$ cat src/rtl/perf_counter_reader.sv
// perf_counter_reader: snapshots four 19-bit performance counters when req is
// seen in IDLE. It then streams a 14-byte frame over a valid/ready byte
// interface. The frame is a 0xA5 header, then four 24-bit big-endian counter
// fields, then an XOR checksum of the first 13 bytes.
module perf_counter_reader (
  input  logic        clk,
  input  logic        rst,
  input  logic [18:0] instruction_count,
  input  logic [18:0] aritmetric_count,
  input  logic [18:0] memory_count,
  input  logic [18:0] stall_count,
  input  logic        req,
  input  logic        out_ready,
  output logic [7:0]  out_data,
  output logic        out_valid,
  output logic        out_last,
  output logic        busy,
  output logic [7:0]  frames_sent
);

  localparam logic [7:0] HEADER   = 8'hA5;
  localparam logic [3:0] LAST_IDX = 4'd13;

  typedef enum logic {IDLE = 1'b0, SEND = 1'b1} state_e;

  state_e      state_q, state_d;
  logic [3:0]  idx_q, idx_d;
  logic [7:0]  frames_q, frames_d;
  logic        load_snap;
  logic [18:0] cnt_in [4];
  logic [18:0] snap_q [4];
  logic [7:0]  frame_bytes [13];
  logic [7:0]  csum;
  logic [7:0]  cur_byte;

  assign cnt_in[0] = instruction_count;
  assign cnt_in[1] = aritmetric_count;
  assign cnt_in[2] = memory_count;
  assign cnt_in[3] = stall_count;

  assign frame_bytes[0] = HEADER;

  genvar gi;
  generate
    for (gi = 0; gi < 4; gi++) begin : g_counter
      // Snapshot register: captured only on the edge that accepts a request.
      always_ff @(posedge clk or posedge rst) begin
        if (rst) begin
          snap_q[gi] <= '0;
        end else if (load_snap) begin
          snap_q[gi] <= cnt_in[gi];
        end
      end

      // Zero-extend to 24 bits and send MSB byte first.
      assign frame_bytes[1 + 3*gi] = {5'b00000, snap_q[gi][18:16]};
      assign frame_bytes[2 + 3*gi] = snap_q[gi][15:8];
      assign frame_bytes[3 + 3*gi] = snap_q[gi][7:0];
    end
  endgenerate

  // Checksum is the XOR of every byte before it in the frame.
  always_comb begin
    csum = 8'h00;
    for (int k = 0; k < 13; k++) begin
      csum = csum ^ frame_bytes[k];
    end
  end

  // Select the byte for the current index; index 13 carries the checksum.
  always_comb begin
    cur_byte = csum;
    if (idx_q < LAST_IDX) begin
      cur_byte = frame_bytes[idx_q];
    end
  end

  assign out_valid   = (state_q == SEND);
  assign busy        = out_valid;
  assign out_last    = out_valid && (idx_q == LAST_IDX);
  assign out_data    = out_valid ? cur_byte : 8'h00;
  assign frames_sent = frames_q;

  // Next-state logic. Requests are ignored while SEND is active.
  always_comb begin
    state_d   = state_q;
    idx_d     = idx_q;
    frames_d  = frames_q;
    load_snap = 1'b0;
    case (state_q)
      IDLE: begin
        if (req) begin
          state_d   = SEND;
          idx_d     = 4'd0;
          load_snap = 1'b1;
        end
      end
      SEND: begin
        if (out_ready) begin
          if (idx_q == LAST_IDX) begin
            state_d  = IDLE;
            idx_d    = 4'd0;
            frames_d = frames_q + 8'd1;
          end else begin
            idx_d = idx_q + 4'd1;
          end
        end
      end
      default: begin
        state_d = IDLE;
        idx_d   = 4'd0;
      end
    endcase
  end

  // State, index and frame counter registers.
  always_ff @(posedge clk or posedge rst) begin
    if (rst) begin
      state_q  <= IDLE;
      idx_q    <= 4'd0;
      frames_q <= 8'h00;
    end else begin
      state_q  <= state_d;
      idx_q    <= idx_d;
      frames_q <= frames_d;
    end
  end

endmodule

$ cat config.mk
export PLATFORM = sky130hd
export DESIGN_NAME = perf_counter_reader
export DESIGN_NICKNAME = d
export VERILOG_FILES = /design/src/rtl/perf_counter_reader.sv
export SDC_FILE = /design/constraint.sdc
export NUM_CORES = 1
export LEC_CHECK = 0
export ABC_AREA = 0
export CAP_MARGIN = 20
export CORE_UTILIZATION = 35
export DETAILED_ROUTE_END_ITERATION = 10
export SYNTH_ARGS = -nofsm -noshare
export SYNTH_HDL_FRONTEND = slang
export SYNTH_SLANG_ARGS = --single-unit
$ cat constraint.sdc
create_clock -name clk -period 4.65 [get_ports clk]
set_input_delay 0.6975 -clock clk [delete_from_list [all_inputs] [get_ports clk]]
set_output_delay 0.6975 -clock clk [all_outputs]
set_load 0.05 [all_outputs]
==> results of run 1 <==
## registers in the layout, indices dropped and copies added, names as in the netlist
signal       count
idx_q            4
frames_sent      8
frame_bytes     76
busy             1
## power by group through the flow
stage                     clock [mW]  sequential, mW  combinational [mW]
after CTS                      0.702            1.52                2.41
after global placement             0            1.53                2.36
after global routing           0.727            1.58                2.56
after detailed placement           0            1.54                2.40
final                          0.681            1.51                2.38
after floorplan                    0            1.35                2.00
## synth_stat cells, types with 2 or more instances
| cell type | n |
|---|---|
| a22oi_1 | 2 |
| nand2b_1 | 2 |
| mux2i_1 | 6 |
| buf_6 | 2 |
| o221ai_1 | 2 |
| nand4_1 | 3 |
| o2bb2ai_1 | 2 |
| buf_2 | 16 |
| clkbuf_1 | 4 |
| inv_1 | 11 |
| xnor2_1 | 62 |
| nor2_1 | 14 |
| dfrtp_1 | 89 |
| nand2_1 | 19 |
| buf_4 | 4 |
| a211oi_1 | 5 |
| a22o_1 | 4 |
| o21a_1 | 2 |
| mux4_1 | 3 |
| a221oi_1 | 5 |
| nor3_1 | 2 |
| o22ai_1 | 4 |
| o211ai_1 | 2 |
| a21oi_1 | 14 |
| o21ai_0 | 19 |
| o31ai_1 | 4 |
| xnor3_1 | 2 |
| nand3_1 | 3 |
| xor2_1 | 9 |
| nor2b_1 | 6 |
| mux2_2 | 77 |
## cells in the final DEF (no fill, tap or decap), types with 2 or more instances in the layout
cell / count
xnor3_1: 2
clkdlybuf4s50_1: 98
clkbuf_16: 9
o211ai_1: 2
mux2_2: 77
o221ai_1: 2
o31ai_1: 4
mux2i_1: 6
nand2_1: 19
a221oi_1: 5
a22o_1: 4
o21a_1: 2
buf_4: 4
xnor2_1: 62
nand3_1: 3
a22oi_1: 2
clkinv_2: 4
o22ai_1: 4
mux4_1: 3
a211oi_1: 5
inv_1: 10
dfrtp_1: 89
nor3_1: 2
nor2b_1: 5
a21oi_1: 14
o2bb2ai_1: 2
nor2_1: 14
clkbuf_8: 2
clkbuf_1: 2
o21ai_0: 19
nand4_1: 3
xor2_1: 9
nand2b_1: 2
## logic make-up (layout without fill, tap and decap cells)
kind of cell	after synthesis	count (layout)	share of synthesized area, %
muxes	87	87	21.03
buffers and inverters	38	131	3.941
xor gates and xnor gates	73	73	13.64
DFF	89	89	45.55
AOI/OAI and AO/OA	72	72	9.698
and+or+nand+nor	57	57	5.886
adders and majority gates	1	1	0.2558
## layout make-up
| cell class | instances | share of cell area, % |
|---|---|---|
| clock buffers | 13 | 4.146 |
| clock inverters | 3 | 0.2392 |
| inverters | 12 | 0.7375 |
| multi-input cells | 290 | 39.47 |
| flip-flops and latches | 89 | 35.48 |
| well taps | 176 | 3.508 |
| repair buffers | 103 | 16.42 |
## layer usage
layer	up-vias	global-route usage, %	part of all wire (%)
met2	91	29.13	51
li1	1649	-	-
met1	1705	19.74	43
met5	-	0	0
met4	0	4.922	1.1
met3	10	3.679	4.6
## stage by stage
step / instance area [µm²] / util, % / std cells
final: 6277 / 46.66 / 686
after global routing: 6277 / 46.66 / 686
after CTS: 6257 / 46.51 / 685
after detailed placement: 5982 / 44.47 / 669
after global placement: 5982 / 44.47 / 669
after floorplan: 4890 / - / 417
## worst paths after layout
path                                                  from                     endpoint  slack, ns  cells after the start
worst max-delay path                  idx_q[0]$_DFFE_PP0P_                  out_data[4]       0.66                      6
worst min-delay path            frames_sent[7]$_DFFE_PP0P_   frames_sent[7]$_DFFE_PP0P_       0.49                      1
worst max register to register        idx_q[3]$_DFFE_PP0P_   frames_sent[5]$_DFFE_PP0P_       2.14                      5
worst min register to register  frames_sent[7]$_DFFE_PP0P_   frames_sent[7]$_DFFE_PP0P_       0.49                      1
max in group asynchronous                              rst  frame_bytes[65]$_DFFE_PP0P_       2.94                      4
min in group asynchronous                              rst  frame_bytes[59]$_DFFE_PP0P_       0.71                      2
==> summary.md, run 1 <==
| Metric | Value |
|---|---|
| Largest vdd supply drop | 334.3 µV |
| Reg power frac | between 30% and 40% |
| Final worst-path setup slack | about 0.66 ns |
| Die width | 120.2 µm |
| Hold Worst Slack | 0.4909 ns |
| I/O Buffers | 98 |
| Worst-Skew Late Latency | roughly 0.34 ns |
| First-pass GRT wire length | 18,230 µm |
| Max-Cap Viols | 0 |
| Mean number of vias per cell | slightly above 5 |
| Tcrit/Tclk final | 85.75% |
| Multi-input logic area | 2477 µm² |
| LEAKAGE | 2.515 nW |
| Register area share after synthesis | a little under half |
| Setup TNS | 0 ns |
| HP Class | register to register |
| Share of layout cells above drive strength 1 | 20.00% |
| Slowest cell delay on critical path | 0.86 ns |
| Final ANT Viol Nets | 0 |
| Row count | between 40 and 50 |
| Post-Syn Area | 4890 µm² |
| Cell variety after synth | between 40 and 50 |
| Pin count of the biggest net entering global routing | 76 |
| Post-CTS Hold Buffers | 0 |
| Synthesized Nets | approximately 500 |
| Final Skew | a little over 0.005 ns |
| Initial antenna violation count | 0 |
| Register area | 2227 µm² |
| Routed wire length | 11,380 µm |
| Worst setup SP type | register |
| Crit path DAT | 3.29 ns |
| Slew margin rel. | 31.90% |
| CTS root buffer | clkbuf_16 |
| Clock sinks | 89 |
| H-tree levels | 3 |
| Max Transition Viols Final | 0 |
| Crit-path cells | buf_4 > nor2b_1 > a22o_1 > a221oi_1 > a211oi_1 > clkdlybuf4s50_1 |
| Syn Area/Cell | 11.73 µm² |
| Router iterations before antenna repair | 4 |
| Int Pwr | 2.809 mW |
| Core Region | roughly 13,000 µm² |
| Synth-to-Final Area Change | 28.38% |
| Clock tree from TritonCTS | yes |
| Fill cell count | 1,311 |
| CP required | around 4 ns |
| Clk pwr share | 14.9% |
| Crit-path slowest cell | clkdlybuf4s50_1 |
| Routed len/inst | about 17 µm |
| Comb pwr share | between 50 and 60% |
| Total Power | between 4 and 5 mW |
| Total gr overflow | 0 |
| Layout Nets | 586 |
| Yosys warning count | 0 |
| Min cycle time layout | 3.987 ns |
| Detailed-route via count | 3,455 |
| CP delay by family, top | buffers and inverters |
| Flop and latch count out of synthesis | 89 |
| Boundary Pins | 99 |
| Area leader, netlist | dfrtp_1 |
| Diodes inserted | 0 |
| Total CTS buffers | 9 |
| Post-place setup slack | approximately 1.0 ns |
| GRT Overall Usage | between 10% and 20% |
| Unrepaired setup endpoints after global routing | no |
| Number of enable flip-flop cells after synthesis | 0 |
| Post-CTS Resized | 0 |
| Critical path type | register to output pin |
| DRC | 0 |
| Setup bufs post-CTS | 0 |
| Switching Fraction | 38.62% |
| Clock-pin slew on the worst setup and hold paths | 0.06 ns |
| Initial Util | 36.35% |
| Post-synth top flop | dfrtp_1 |
| Cell count after synthesis | between 400 and 500 |
| Area share of the largest cell type after synthesis | 45.55% |
| Final hold viol count | 0 |
| Die area | 14,450 µm² |
| P per Cell Area | between 700 and 800 nW/µm² |
| CP endpoint kind | output pin |
| Final setup violation count | 0 |
| DP Wirelength | 8258 µm |
| Net switching power | roughly 1.8 mW |
| DR iter-0 viols | between 150 and 200 |
| Gpl congestion | around 0.8 |
| Largest cells by area after synthesis | dfrtp_1 46%, mux2_2 18%, xnor2_1 11% |
| Max Clk Rate | 0.2508 GHz |
| Chip height | 120.2 µm |
| Pin slew with the least headroom to its limit | a little over 1 ns |
| CTS max path bufs | 2 |
| Peak fanout along the critical path | 20 |
| Async S/R FF share, synth | 100.0% |
| CP bufs+invs | 2 |
| Vias in the first global route | 3,628 |
| Status | completed |
Power figures use the tool's default switching activity.
==> run 2: changes to the inputs <==
- MAX_ROUTING_LAYER: default -> met4
==> summary.md, run 2 (same netlist as run 1, synthesis figures left out) <==
| Metric | Value |
|---|---|
| Cell area after layout | 6277 µm² (unchanged) |
| CP endpoint kind | output pin |
| Status | completed |
| CTS root buffer | clkbuf_16 |
| Layout Nets | 586 (unchanged) |
| Peak fanout along the critical path | 20 (unchanged) |
| Max-Cap Viols | 0 (unchanged) |
| Initial Util | 36.35% (unchanged) |
| Post-Layout Cell Count | 686 (unchanged) |
| DP Wirelength | 8258 µm (unchanged) |
| Pin count of the biggest net entering global routing | 76 (unchanged) |
| Unrepaired setup endpoints after global routing | no |
| Final ANT Viol Nets | 0 (unchanged) |
| Chip height | 120.2 µm (unchanged) |
| Placed instance count | 669 (unchanged) |
| Crit-path cells | buf_4 > nor2b_1 > a22o_1 > a221oi_1 > a211oi_1 > clkdlybuf4s50_1 |
| Crit path DAT | 3.29 ns (about the same) |
| Register area | 2227 µm² (unchanged) |
| Comb pwr share | 52.1% (about the same) |
| Routed len/inst | 16.60 µm (about the same) |
| Vias in the first global route | 3,626 (-0.055%) |
| Synth-to-Final Area Change | 28.38% (unchanged) |
| Max reg flops | 76 (unchanged) |
| Clock tree from TritonCTS | yes |
| Largest vdd supply drop | 335.2 µV (+0.28%) |
| HP Class | register to register |
| Area of placed instances | 5982 µm² (unchanged) |
| Final setup violation count | 0 (unchanged) |
| Slowest cell delay on critical path | 0.86 ns (about the same) |
| CP bufs+invs | 2 (unchanged) |
| Row count | 42 (unchanged) |
| Clock-pin slew on the worst setup and hold paths | 0.06 ns (about the same) |
| Hold Worst Slack | 0.4908 ns (-0.00003000 ns) |
| Post-CTS Resized | 0 (unchanged) |
| CP delay by family, top | buffers and inverters |
| Final Util | 46.66% (unchanged) |
| Stages on the worst setup path | 6 (unchanged) |
| Diodes inserted | 0 (unchanged) |
| GRT Overall Usage | 16.90% (+0.47 points) |
| Die area | 14,450 µm² (unchanged) |
| Hold Path Depth | 1 (unchanged) |
| Crit-path slowest cell | clkdlybuf4s50_1 |
| Core Region | 13,450 µm² (unchanged) |
| Tcrit/Tclk final | 85.85% (+0.097 points) |
| LEAKAGE | 2.515 nW (unchanged) |
| Clock sinks | 89 (unchanged) |
| I/O Buffers | 98 (unchanged) |
| Die width | 120.2 µm (unchanged) |
| Critical path type | register to output pin |
| Final Skew | 0.004095 ns (-0.001012 ns) |
| Boundary Pins | 99 (unchanged) |
| Switching Fraction | 38.67% (+0.049 points) |
| Clk pwr share | 14.8% (about the same) |
| Most common cell after layout, fill and taps aside | clkdlybuf4s50_1 |
| RR Startpoint | idx_q[3]$_DFFE_PP0P_ |
| CTS max path bufs | 2 (unchanged) |
| Worst r2r path cells | 5 (unchanged) |
| Fill cell count | 1,311 (unchanged) |
| Detailed-route via count | 3,471 (+0.46%) |
| Gpl congestion | 0.8149 (+1.5%) |
| P per Cell Area | 729.7 nW/µm² (about the same) |
| First-pass GRT wire length | 18,240 µm (about the same) |
| Max Clk Rate | 0.2505 GHz (-0.11%) |
| Setup TNS | 0 ns (unchanged) |
| Max Transition Viols Final | 0 (unchanged) |
| Share of layout cells above drive strength 1 | 20.00% (unchanged) |
| H-tree levels | 3 (unchanged) |
| Total CTS buffers | 9 (unchanged) |
| Initial antenna violation count | 0 (unchanged) |
| Total gr overflow | 0 (unchanged) |
| Reg power frac | 33.0% (about the same) |
| Commonest non-fill, non-tap cells in the layout | 98 x clkdlybuf4s50_1, 89 x dfrtp_1, 77 x mux2_2, 62 x xnor2_1 |
| Int Pwr | 2.809 mW (about the same) |
| Final hold viol count | 0 (unchanged) |
| Setup bufs post-CTS | 0 (unchanged) |
| Pin slew with the least headroom to its limit | 1.027 ns (+0.005697 ns) |
| Router iterations before antenna repair | 4 (unchanged) |
| Routed wire length | 11,390 µm (about the same) |
| DRC | 0 (unchanged) |
| Net switching power | 1.771 mW (+0.20%) |
| Multi-input logic area | 2477 µm² (unchanged) |
| Worst setup SP type | register |
| HP Start | frames_sent[7]$_DFFE_PP0P_ |
| Post-CTS Hold Buffers | 0 (unchanged) |
| CP required | 3.95 ns (about the same) |
| CP startpoint | idx_q[0]$_DFFE_PP0P_ |
| DR iter-0 viols | 172 (-2.3%) |
| Slew margin rel. | 31.52% (-0.38 points) |
| Worst-Skew Late Latency | 0.34 ns (about the same) |
| Min cycle time layout | 3.992 ns (+0.004519 ns) |
| Mean number of vias per cell | 5.060 (+0.46%) |
==> run 2: final timing paths <==
| path | slack [ns] | endpoint |
|---|---|---|
| min reg2reg | 0.49 | frames_sent[7]$_DFFE_PP0P_ |
| max reg2reg | 2.14 | frames_sent[5]$_DFFE_PP0P_ |
| min in group asynchronous | 0.71 | frame_bytes[59]$_DFFE_PP0P_ |
| max in group asynchronous | 2.94 | frame_bytes[65]$_DFFE_PP0P_ |
| max | 0.66 | out_data[4] |
| min | 0.49 | frames_sent[7]$_DFFE_PP0P_ |
==> run 2: final cells by class <==
| type | instances | share of cell area, % |
|---|---|---|
| multi-input cells | 290 | 39.47 |
| flip-flops and latches | 89 | 35.48 |
| repair buffers | 103 | 16.42 |
| clock buffers | 13 | 4.146 |
| well taps | 176 | 3.508 |
| inverters | 12 | 0.7375 |
| clock inverters | 3 | 0.2392 |
==> run 2: routing by layer <==
metal | global-route usage [%] | share of wire [%]
met1 | 20.04 | 44
met4 | 4.922 | 1.1
met3 | 3.208 | 4.1
met2 | 29.13 | 51
met5 | - | 0
==> run 2: power groups by stage <==
stage | clock [mW] | combinational (mW) | sequential [mW]
detailed placement | 0 | 2.40 | 1.54
floorplan | 0 | 2.00 | 1.35
finish | 0.679 | 2.39 | 1.51
global route | 0.727 | 2.56 | 1.58
global placement | 0 | 2.36 | 1.53
CTS | 0.702 | 2.41 | 1.52
==> run 2: metrics by stage <==
stage          setup WS, ns  total power [mW]
6_report             0.6581             4.580
5_1_grt              0.4638             4.868
4_1_cts              0.6119             4.640
3_5_place_dp          1.005             3.935
3_3_place_gp          1.135             3.889
2_1_floorplan         1.485             3.349
==> run 2: worst register-to-register path: stages (launching register included) <==
cell and delay [ns]:
dfrtp_1 1.02, inv_2 0.26, nor4_4 0.57, and3_1 0.29, nand4_1 0.12, xnor2_1 0.14
